[config.mk]
export PLATFORM = sky130hd
export DESIGN_NAME = ofifo_align
export DESIGN_NICKNAME = d
export VERILOG_FILES = /design/src/rtl/ofifo_align.sv
export SDC_FILE = /design/constraint.sdc
export NUM_CORES = 1
export LEC_CHECK = 0
export ABC_AREA = 1
export BUFFER_PORTS_ARGS = -buffer_cell sky130_fd_sc_hd__buf_4
export CAP_MARGIN = 15
export CORE_AREA = 4 4 320 322
export DETAILED_ROUTE_END_ITERATION = 16
export DIE_AREA = 0 0 324 326
export PLACE_DENSITY = 0.77
export SLEW_MARGIN = 20
export SYNTH_ARGS = -nofsm -noshare
export SYNTH_HDL_FRONTEND = slang
export SYNTH_SLANG_ARGS = --single-unit
[constraint.sdc]
create_clock -name clk -period 10.8 [get_ports clk]
set_input_delay 0.54 -clock clk [delete_from_list [all_inputs] [get_ports clk]]
set_output_delay 0.54 -clock clk [all_outputs]
set_load 0.03 [all_outputs]
[src/rtl/ofifo_align.sv]
`default_nettype none
// ============================================================================
// Module   : ofifo_align
// Purpose  : Per-column psum FIFOs that release one time-aligned row at a time.
// Revision : 1.0
// ============================================================================
module ofifo_align #(
    parameter int col     = 8,
    parameter int psum_bw = 16,
    parameter int depth   = 8
) (
    input  logic                     clk,
    input  logic                     reset,
    input  logic [col-1:0]           wr_i,
    input  logic [col*psum_bw-1:0]   in,
    input  logic                     rd_i,
    output logic [col*psum_bw-1:0]   out,
    output logic                     o_valid,
    output logic                     o_ready,
    output logic                     o_full,
    output logic                     o_ovf,
    output logic                     o_udf
);

    localparam int AW = $clog2(depth);
    localparam int PW = AW + 1;
    localparam logic [PW-1:0] DEPTH_CNT = PW'(depth);

    logic [PW-1:0]           rptr;
    logic [col-1:0]          lane_full;
    logic [col-1:0]          lane_nonempty;
    logic [col*psum_bw-1:0]  head_row;
    logic                    pop;

    // One shared read pointer; each lane owns its write pointer and storage.
    for (genvar k = 0; k < col; k++) begin : g_lane
        logic [psum_bw-1:0] mem [depth];
        logic [PW-1:0]      wptr;
        logic [PW-1:0]      cnt;
        logic               push;

        assign cnt              = wptr - rptr;
        assign lane_full[k]     = (cnt == DEPTH_CNT);
        assign lane_nonempty[k] = (cnt != '0);
        assign push             = wr_i[k] && !lane_full[k];
        assign head_row[k*psum_bw +: psum_bw] = mem[rptr[AW-1:0]];

        always_ff @(posedge clk) begin
            if (!reset) begin
                wptr <= '0;
            end else if (push) begin
                wptr <= wptr + 1'b1;
            end
        end

        // Storage is intentionally not cleared; pointers alone define contents.
        always_ff @(posedge clk) begin
            if (reset && push) begin
                mem[wptr[AW-1:0]] <= in[k*psum_bw +: psum_bw];
            end
        end
    end

    always_comb begin
        o_ready = &lane_nonempty;
        o_full  = |lane_full;
        pop     = rd_i && o_ready;
    end

    always_ff @(posedge clk) begin
        if (!reset) begin
            rptr    <= '0;
            out     <= '0;
            o_valid <= 1'b0;
            o_ovf   <= 1'b0;
            o_udf   <= 1'b0;
        end else begin
            o_valid <= pop;
            if (pop) begin
                out  <= head_row;
                rptr <= rptr + 1'b1;
            end
            if (rd_i && !o_ready) begin
                o_udf <= 1'b1;
            end
            if (|(wr_i & lane_full)) begin
                o_ovf <= 1'b1;
            end
        end
    end

endmodule
`default_nettype wire

==> results of run 1 <==
layout by cell type, fill, tap and decap left out, types with 3 or more instances in the layout:
cell type   netlist  layout
nand2_1        1556    1556
nor2_1          183     183
clkbuf_8          0       7
xor2_1            9       9
diode_2           0      16
clkinv_1          0      16
or2_2             7       7
nand3_1         815     815
inv_6             0       3
nor4_2            0       7
nor3_2            0      28
edfxtp_1       1024    1024
ha_1             33      33
xnor2_1           8       8
clkbuf_1        232      22
buf_12            0       4
o21ai_0          18      18
nor3_1           38       4
bufinv_16         0      16
clkinv_2          0      24
dfxtp_1         167     164
buf_4             4     344
inv_2            50      48
nand4_1         134     134
clkinv_4          0       3
nor3_4            0       6
a21oi_1          34      34
inv_1           412     411
clkinvlp_4        0       6
dfxtp_4           0       3
clkbuf_16         0     121
kinds of logic after synthesis:
logic type | count (synthesis) | synth area share
compound gates | 59 | 0.00626
fa+ha+maj | 33 | 0.00833
simple gates | 2747 | 0.238
buf+inv | 739 | 0.0570
xor+xnor | 17 | 0.00300
flops | 1191 | 0.688
worst reg2reg max path: stages (launching register included):
cell,delay (ns)
dfxtp_4,0.57
inv_6,0.80
buf_4,0.84
ha_1,0.40
or2_2,0.33
nand3_1,0.12
nand2_1,0.06
nand2_1,0.05
nand2_1,0.08
nor2_4,0.15
buf_4,0.70
buf_4,0.79
nand2_1,0.26
a21oi_1,0.17
nor2_1,0.05
area by class of cell:
| class | count | area (um2) |
|---|---|---|
| antenna | 16 | 40.0 |
| clock inverter | 67 | 749 |
| tap | 1298 | 1620 |
| multi-input combinational | 2856 | 12900 |
| sequential | 1191 | 34100 |
| inverter | 462 | 1760 |
| timing repair buffer | 351 | 2710 |
| fill | 8004 | 42500 |
| clock buffer | 150 | 3210 |
worst paths after layout:
path / start / to / depth (start not counted)
min reg2reg: o_udf / o_udf / 2
max reg2reg: rptr[2] / o_udf / 14
min: in[110] / g_lane[6].mem[7][14] / 1
max: rptr[2] / o_ready / 14
state kept, by name, indices dropped and copies added (netlist names):
name,flops
out,128
o_ovf,1
o_udf,1
g_lane.mem,1024
o_valid,1
rptr,4
g_lane.wptr,32
synth_stat cells:
cell,instances
xnor2_1,8
buf_4,4
inv_2,50
buf_1,22
nand2b_1,2
nor4_1,7
a211oi_1,1
clkbuf_1,232
inv_1,412
dfxtp_1,167
xor2_1,9
ha_1,33
o21a_1,2
buf_6,2
or2_1,2
nor2_4,2
o21bai_1,1
nand3_1,815
buf_2,17
nand3_2,1
or2_2,7
a21o_1,1
nand4_1,134
nor3_1,38
a31oi_1,2
edfxtp_1,1024
a21oi_1,34
nand2_1,1556
nor2_1,183
o21ai_0,18
metrics by stage:
stage	setup slack, ns	total power, mW	util
final	4.17	10.5	0.574
after global routing	3.83	10.9	0.573
after CTS	4.08	10.6	0.573
after detailed placement	4.86	6.47	0.533
after global placement	4.87	6.43	0.533
after floorplan	6.48	6.03	-
per-layer routing:
layer / wire length [um] / up-vias / share of wire / global-route usage
met1: 49300 / 16100 / 0.41 / 0.294
met5: 50 / - / 0.00042 / 0
met3: 8930 / 219 / 0.074 / 0.0380
li1: - / 16500 / - / -
met2: 58500 / 1244 / 0.49 / 0.373
met4: 3450 / 6 / 0.029 / 0.0815
power breakdown:
group / internal, mW / switching, mW
clock: 2.47 / 1.68
combinational: 0.322 / 0.859
sequential: 5.13 / 0.0699
total: 7.92 / 2.61
==> results.tsv, run 1 <==
stage	metric	value	unit
yosys	synth_area_leaders	edfxtp_1 62%, nand2_1 12%, nand3_1 8.2%	
route	routed_wirelength	120000	um
cells_and_area	final_area	57100	um2
critical_path	r2r_setup_slack	5.31	ns
run_status	outcome	finished, final reports clean	
clocking	cts_resized	0	
global_route	grt_pass1_wl	185000	um
sta	worst_slew_pin_slew	1.20	ns
critical_path	required	10.26	ns
critical_path	cp_num_buf_inv	6	
clocking	cts_buffers	116	
sta	final.period_utilization	0.614	
critical_path	cp-end-kind	output port	
power_and_ir_drop	p_leak	22.4	nW
yosys	syn-cell-area	49600	um2
die	rows	116	
critical_path	cp_top_family	buffers and inverters	
cells_and_area	finalNetCount	5150	
clocking	holdBufCountCts	0	
global_route	grt_antenna_before_repair	17	
cells_and_area	syn_to_final_growth	15.2	%
sta	rsz0062_at_grt	false	
die	core_area	99600	um2
sta	skew	0.0312	ns
die	die_w	324	um
route	ant_nets	0	
cells_and_area	final_cells	6391	
clocking	cts_tree	yes	
yosys	synthCells	4786	
die	ioPinCount	272	
yosys	yosysWarnings	0	
route	routedWlPerCell	18.8	um
placement	hpwl	67200	um
yosys	synth_fp_nets	4958	
critical_path	crit_slowest_cell	buf_4	
critical_path	cp_max_fo	81	
critical_path	cp-start-kind	flip-flop	
global_route	grt_pass1_vias	33000	
cells_and_area	drive_above_1_share	0.125	
sta	finalMaxSlewViolations	0	
placement	globalplace.congestion	0.791	
global_route	globalRouteTotalUtil	0.223	
global_route	grt_max_degree	227	
critical_path	path_cells	inv_6 > buf_4 > ha_1 > or2_2 > nand3_1 > nand2_1 > nand2_1 > nand2_1 > nor2_4 > buf_4 > buf_4 > nand2_1 > inv_1 > buf_4	
placement	dp.cells	6156	
critical_path	max_stage_delay	0.84	ns
route	first_pass_iters	6	
route	drcViolationCount	0	
run	maxCapViolCount	0	
die	initial_utilization	0.498	
yosys	synth.distinct_cells	30	
yosys	synth_seq_cells	1191	
sta	setup_tns	0	ns
route	vias	34000	
min_path	hold_path_class	in -> reg	
route	drtIter0Drc	3181	
die	fp.dieH	326	um
critical_path	crit_arrival	6.09	ns
sta	setup_viol	0	
clocking	clock_latency	0.70	ns
sta	post-route-min-period	6.63	ns
sta	hold_violations	0	
placement	place_area	53100	um2
global_route	grt_overflow	0	
clocking	cts_root_buf	clkbuf_16	
yosys	ys_seq_area_frac	0.688	
power_and_ir_drop	p_per_area	185	nW/um2
yosys	synth_top_area_share	0.620	
yosys	yosysTopAreaCell	edfxtp_1	
clocking	cts_max_level	3	
clocking	cts.sinks	1191	
sta	relSlewSlack	0.202	
die	die_area	106000	um2
route	routed_via_density	5.32	
clocking	postCtsSetupBuffers	0	
yosys	avgSynthCellArea	10.4	um2
power_and_ir_drop	peakVddDrop	131	uV
clocking	clk_path_buf_depth	3	
placement	portBuffers	271	
critical_path	path_class	reg -> out	
sta	max_clock_freq	151	MHz
sta	hold_ws	0.0751	ns
clocking	clk_pin_slew_worst_paths	0.06	ns
Power figures use the tool's default switching activity.
==> run 2: changes to the inputs <==
--- a/config.mk
+++ b/config.mk
@@ -5,13 +5,13 @@
 export SDC_FILE = /design/constraint.sdc
 export NUM_CORES = 1
 export LEC_CHECK = 0
-export ABC_AREA = 1
+export ABC_AREA = 0
 export BUFFER_PORTS_ARGS = -buffer_cell sky130_fd_sc_hd__buf_4
 export CAP_MARGIN = 15
-export CORE_AREA = 4 4 320 322
+export CORE_AREA = 4 4 311 313
 export DETAILED_ROUTE_END_ITERATION = 16
-export DIE_AREA = 0 0 324 326
-export PLACE_DENSITY = 0.77
+export DIE_AREA = 0 0 315 317
+export PLACE_DENSITY = 0.8
 export SLEW_MARGIN = 20
 export SYNTH_ARGS = -nofsm -noshare
 export SYNTH_HDL_FRONTEND = slang
==> constraint.sdc (replaced) <==
create_clock -name clk -period 5.85 [get_ports clk]
set_input_delay 0.2925 -clock clk [delete_from_list [all_inputs] [get_ports clk]]
set_output_delay 0.2925 -clock clk [all_outputs]
set_load 0.03 [all_outputs]
==> results.tsv, run 2 <==
stage	metric	value	unit
run_status	outcome	finished, final reports clean	
clocking	cts_max_level	3	
power_and_ir_drop	p_switching	3.62	mW
sta	setup_viol	0	
cells_and_area	largest_reg_flops	1024	
yosys	ys.flop_type	edfxtp_1	
critical_path	path_class	reg -> reg	
yosys	synth_fp_nets	2917	
yosys	synth_top_area_share	0.661	
global_route	grt_pass1_wl	156000	um
critical_path	required	6.43	ns
critical_path	cp_max_fo	48	
yosys	async_flop_share	0	
placement	place_ws	1.81	ns
critical_path	path_cells	inv_6 > ha_1 > and3b_1 > or3_1 > a211o_1 > o2111ai_1 > or3_4 > buf_12 > mux2i_1	
critical_path	cp-start-kind	flip-flop	
critical_path	max_stage_delay	0.73	ns
die	die_w	315	um
power_and_ir_drop	p_int	14.1	mW
critical_path	r2r_cells	9	
clocking	cts_resized	0	
route	ant_nets	0	
placement	hpwl	59200	um
critical_path	cp-end-kind	flip-flop	
power_and_ir_drop	clockPowerShare	0.422	
cells_and_area	layout_commonest_cell	edfxtp_1	
clocking	cts_tree	yes	
yosys	synth.distinct_cells	44	
critical_path	crit_slowest_cell	or3_4	
cells_and_area	final_cell_mix	1024 x edfxtp_1, 689 x nand2_1, 337 x buf_4	
global_route	grt_pass1_vias	26100	
power_and_ir_drop	p_per_area	319	nW/um2
yosys	avgSynthCellArea	17.0	um2
sta	final.period_utilization	0.693	
yosys	synthCells	2745	
yosys	synth_area_leaders	edfxtp_1 66%, mux4_2 12%, dfxtp_1 7.2%	
placement	place_area	50300	um2
clocking	holdBufCountCts	132	
clocking	cts_root_buf	clkbuf_16	
clocking	clock_latency	0.68	ns
power_and_ir_drop	p_comb_frac	0.045	
sta	setup_tns	0	ns
cells_and_area	final_area	55500	um2
route	drcViolationCount	0	
sta	post-route-min-period	4.06	ns
die	initial_utilization	0.494	
sta	fin_ws	1.79	ns
route	routed_wirelength	102000	um
critical_path	r2r_setup_slack	1.79	ns
die	ioPinCount	272	
critical_path	crit_arrival	4.64	ns
power_and_ir_drop	peakVddDrop	270	uV
placement	globalplace.congestion	0.774	
route	first_pass_iters	5	
min_path	holdPathStages	4	
clocking	postCtsSetupBuffers	0	
critical_path	crit_cells	9	
sta	skew	0.0224	ns
yosys	yosysWarnings	0	
yosys	synth_seq_cells	1191	
sta	relSlewSlack	0.254	
sta	worst_slew_pin_slew	1.12	ns
die	core_area	94300	um2
global_route	grt_antenna_before_repair	8	
die	rows	113	
clocking	clk_path_buf_depth	3	
die	fp.dieH	317	um
power_and_ir_drop	sequentialPowerShare	0.534	
sta	hold_violations	0	
power_and_ir_drop	swShare	0.205	
placement	portBuffers	271	
route	drtIter0Drc	2051	
sta	max_clock_freq	247	MHz
cells_and_area	finalNetCount	3371	
yosys	synth-edff-count	1024	
clocking	cts_buffers	114	
yosys	ys_seq_area_frac	0.732	
min_path	hold_path_class	in -> reg	
route	vias	25200	
clocking	clk_pin_slew_worst_paths	0.06	ns
global_route	globalRouteTotalUtil	0.206	
power_and_ir_drop	p_leak	19.9	nW
yosys	synth_common_cells	1024 x edfxtp_1, 689 x nand2_1, 256 x mux4_2	
cells_and_area	drive_above_1_share	0.244	
route	routed_via_density	5.50	
run	maxCapViolCount	0	
sta	finalMaxSlewViolations	0	
critical_path	cp_num_buf_inv	2	
clocking	cts.sinks	1191	
yosys	yosysTopAreaCell	edfxtp_1	
critical_path	cp_top_family	simple AND/OR/NAND/NOR gates	
cells_and_area	syn_to_final_growth	19.3	%
yosys	post-synth-top-count-cell	edfxtp_1	
global_route	grt_overflow	0	
route	routedWlPerCell	22.4	um
sta	rsz0062_at_grt	false	
yosys	syn-cell-area	46600	um2
die	die_area	99900	um2
global_route	grt_max_degree	160	
==> run 2: cell type report <==
cell class | instances | area (um2)
timing repair buffer | 477 | 4010
clock buffer | 160 | 3270
clock inverter | 57 | 583
fill | 6772 | 38800
tap | 1265 | 1580
inverter | 26 | 103
sequential | 1191 | 34100
antenna | 8 | 20.0
multi-input combinational | 1389 | 11800
==> run 2: kinds of logic after synthesis <==
kind of cell,Yosys count,synth area share
buffers and inverters,165,0.0157
multiplexers,392,0.153
AO/OA/AOI/OAI,65,0.00906
flip-flops,1191,0.732
AND/OR/NAND/NOR,864,0.0743
XOR/XNOR,35,0.00658
adder cells (fa/ha/maj),33,0.00887
==> run 2: tightest hold or removal path, cell delays in order <==
cell,delay [ns]
buf_4,0.14
o41ai_2,0.13
xnor2_1,0.08
nor2_1,0.07
==> run 2: power by group through the flow <==
stage	logic, mW	clock network [mW]	registers (mW)
detailed placement	0.704	0	9.63
global placement	0.683	0	9.61
floorplan	0.375	0	9.60
global route	0.864	8.00	9.45
CTS	0.792	7.63	9.44
finish	0.788	7.47	9.44
==> run 2: per-stage QoR <==
| stage | instances | utilization | hold slack [ns] | power (mW) |
|---|---|---|---|---|
| final | 4573 | 0.589 | 0.0801 | 17.7 |
| after global routing | 4570 | 0.589 | 0.0936 | 18.3 |
| after CTS | 4564 | 0.588 | 0.0281 | 17.9 |
| after detailed placement | 4215 | 0.533 | 0.452 | 10.3 |
| after global placement | 4215 | 0.533 | 0.444 | 10.3 |
| after floorplan | 2745 | - | 0.391 | 9.97 |
==> run 2: worst paths after layout <==
path,startpoint,to
worst max-delay path,rptr[2],out[90]
worst min-delay path,wr_i[7],g_lane[7].wptr[0]
worst max register to register,rptr[2],out[90]
worst min register to register,out[66],out[66]
==> run 2: layer usage <==
layer  part of all wire  track usage  vias up
met5                  0            0        -
met4              0.024       0.0635        0
met3              0.067       0.0420      152
met2               0.51        0.349      868
met1               0.40        0.273    12800
li1                   -            -    11300
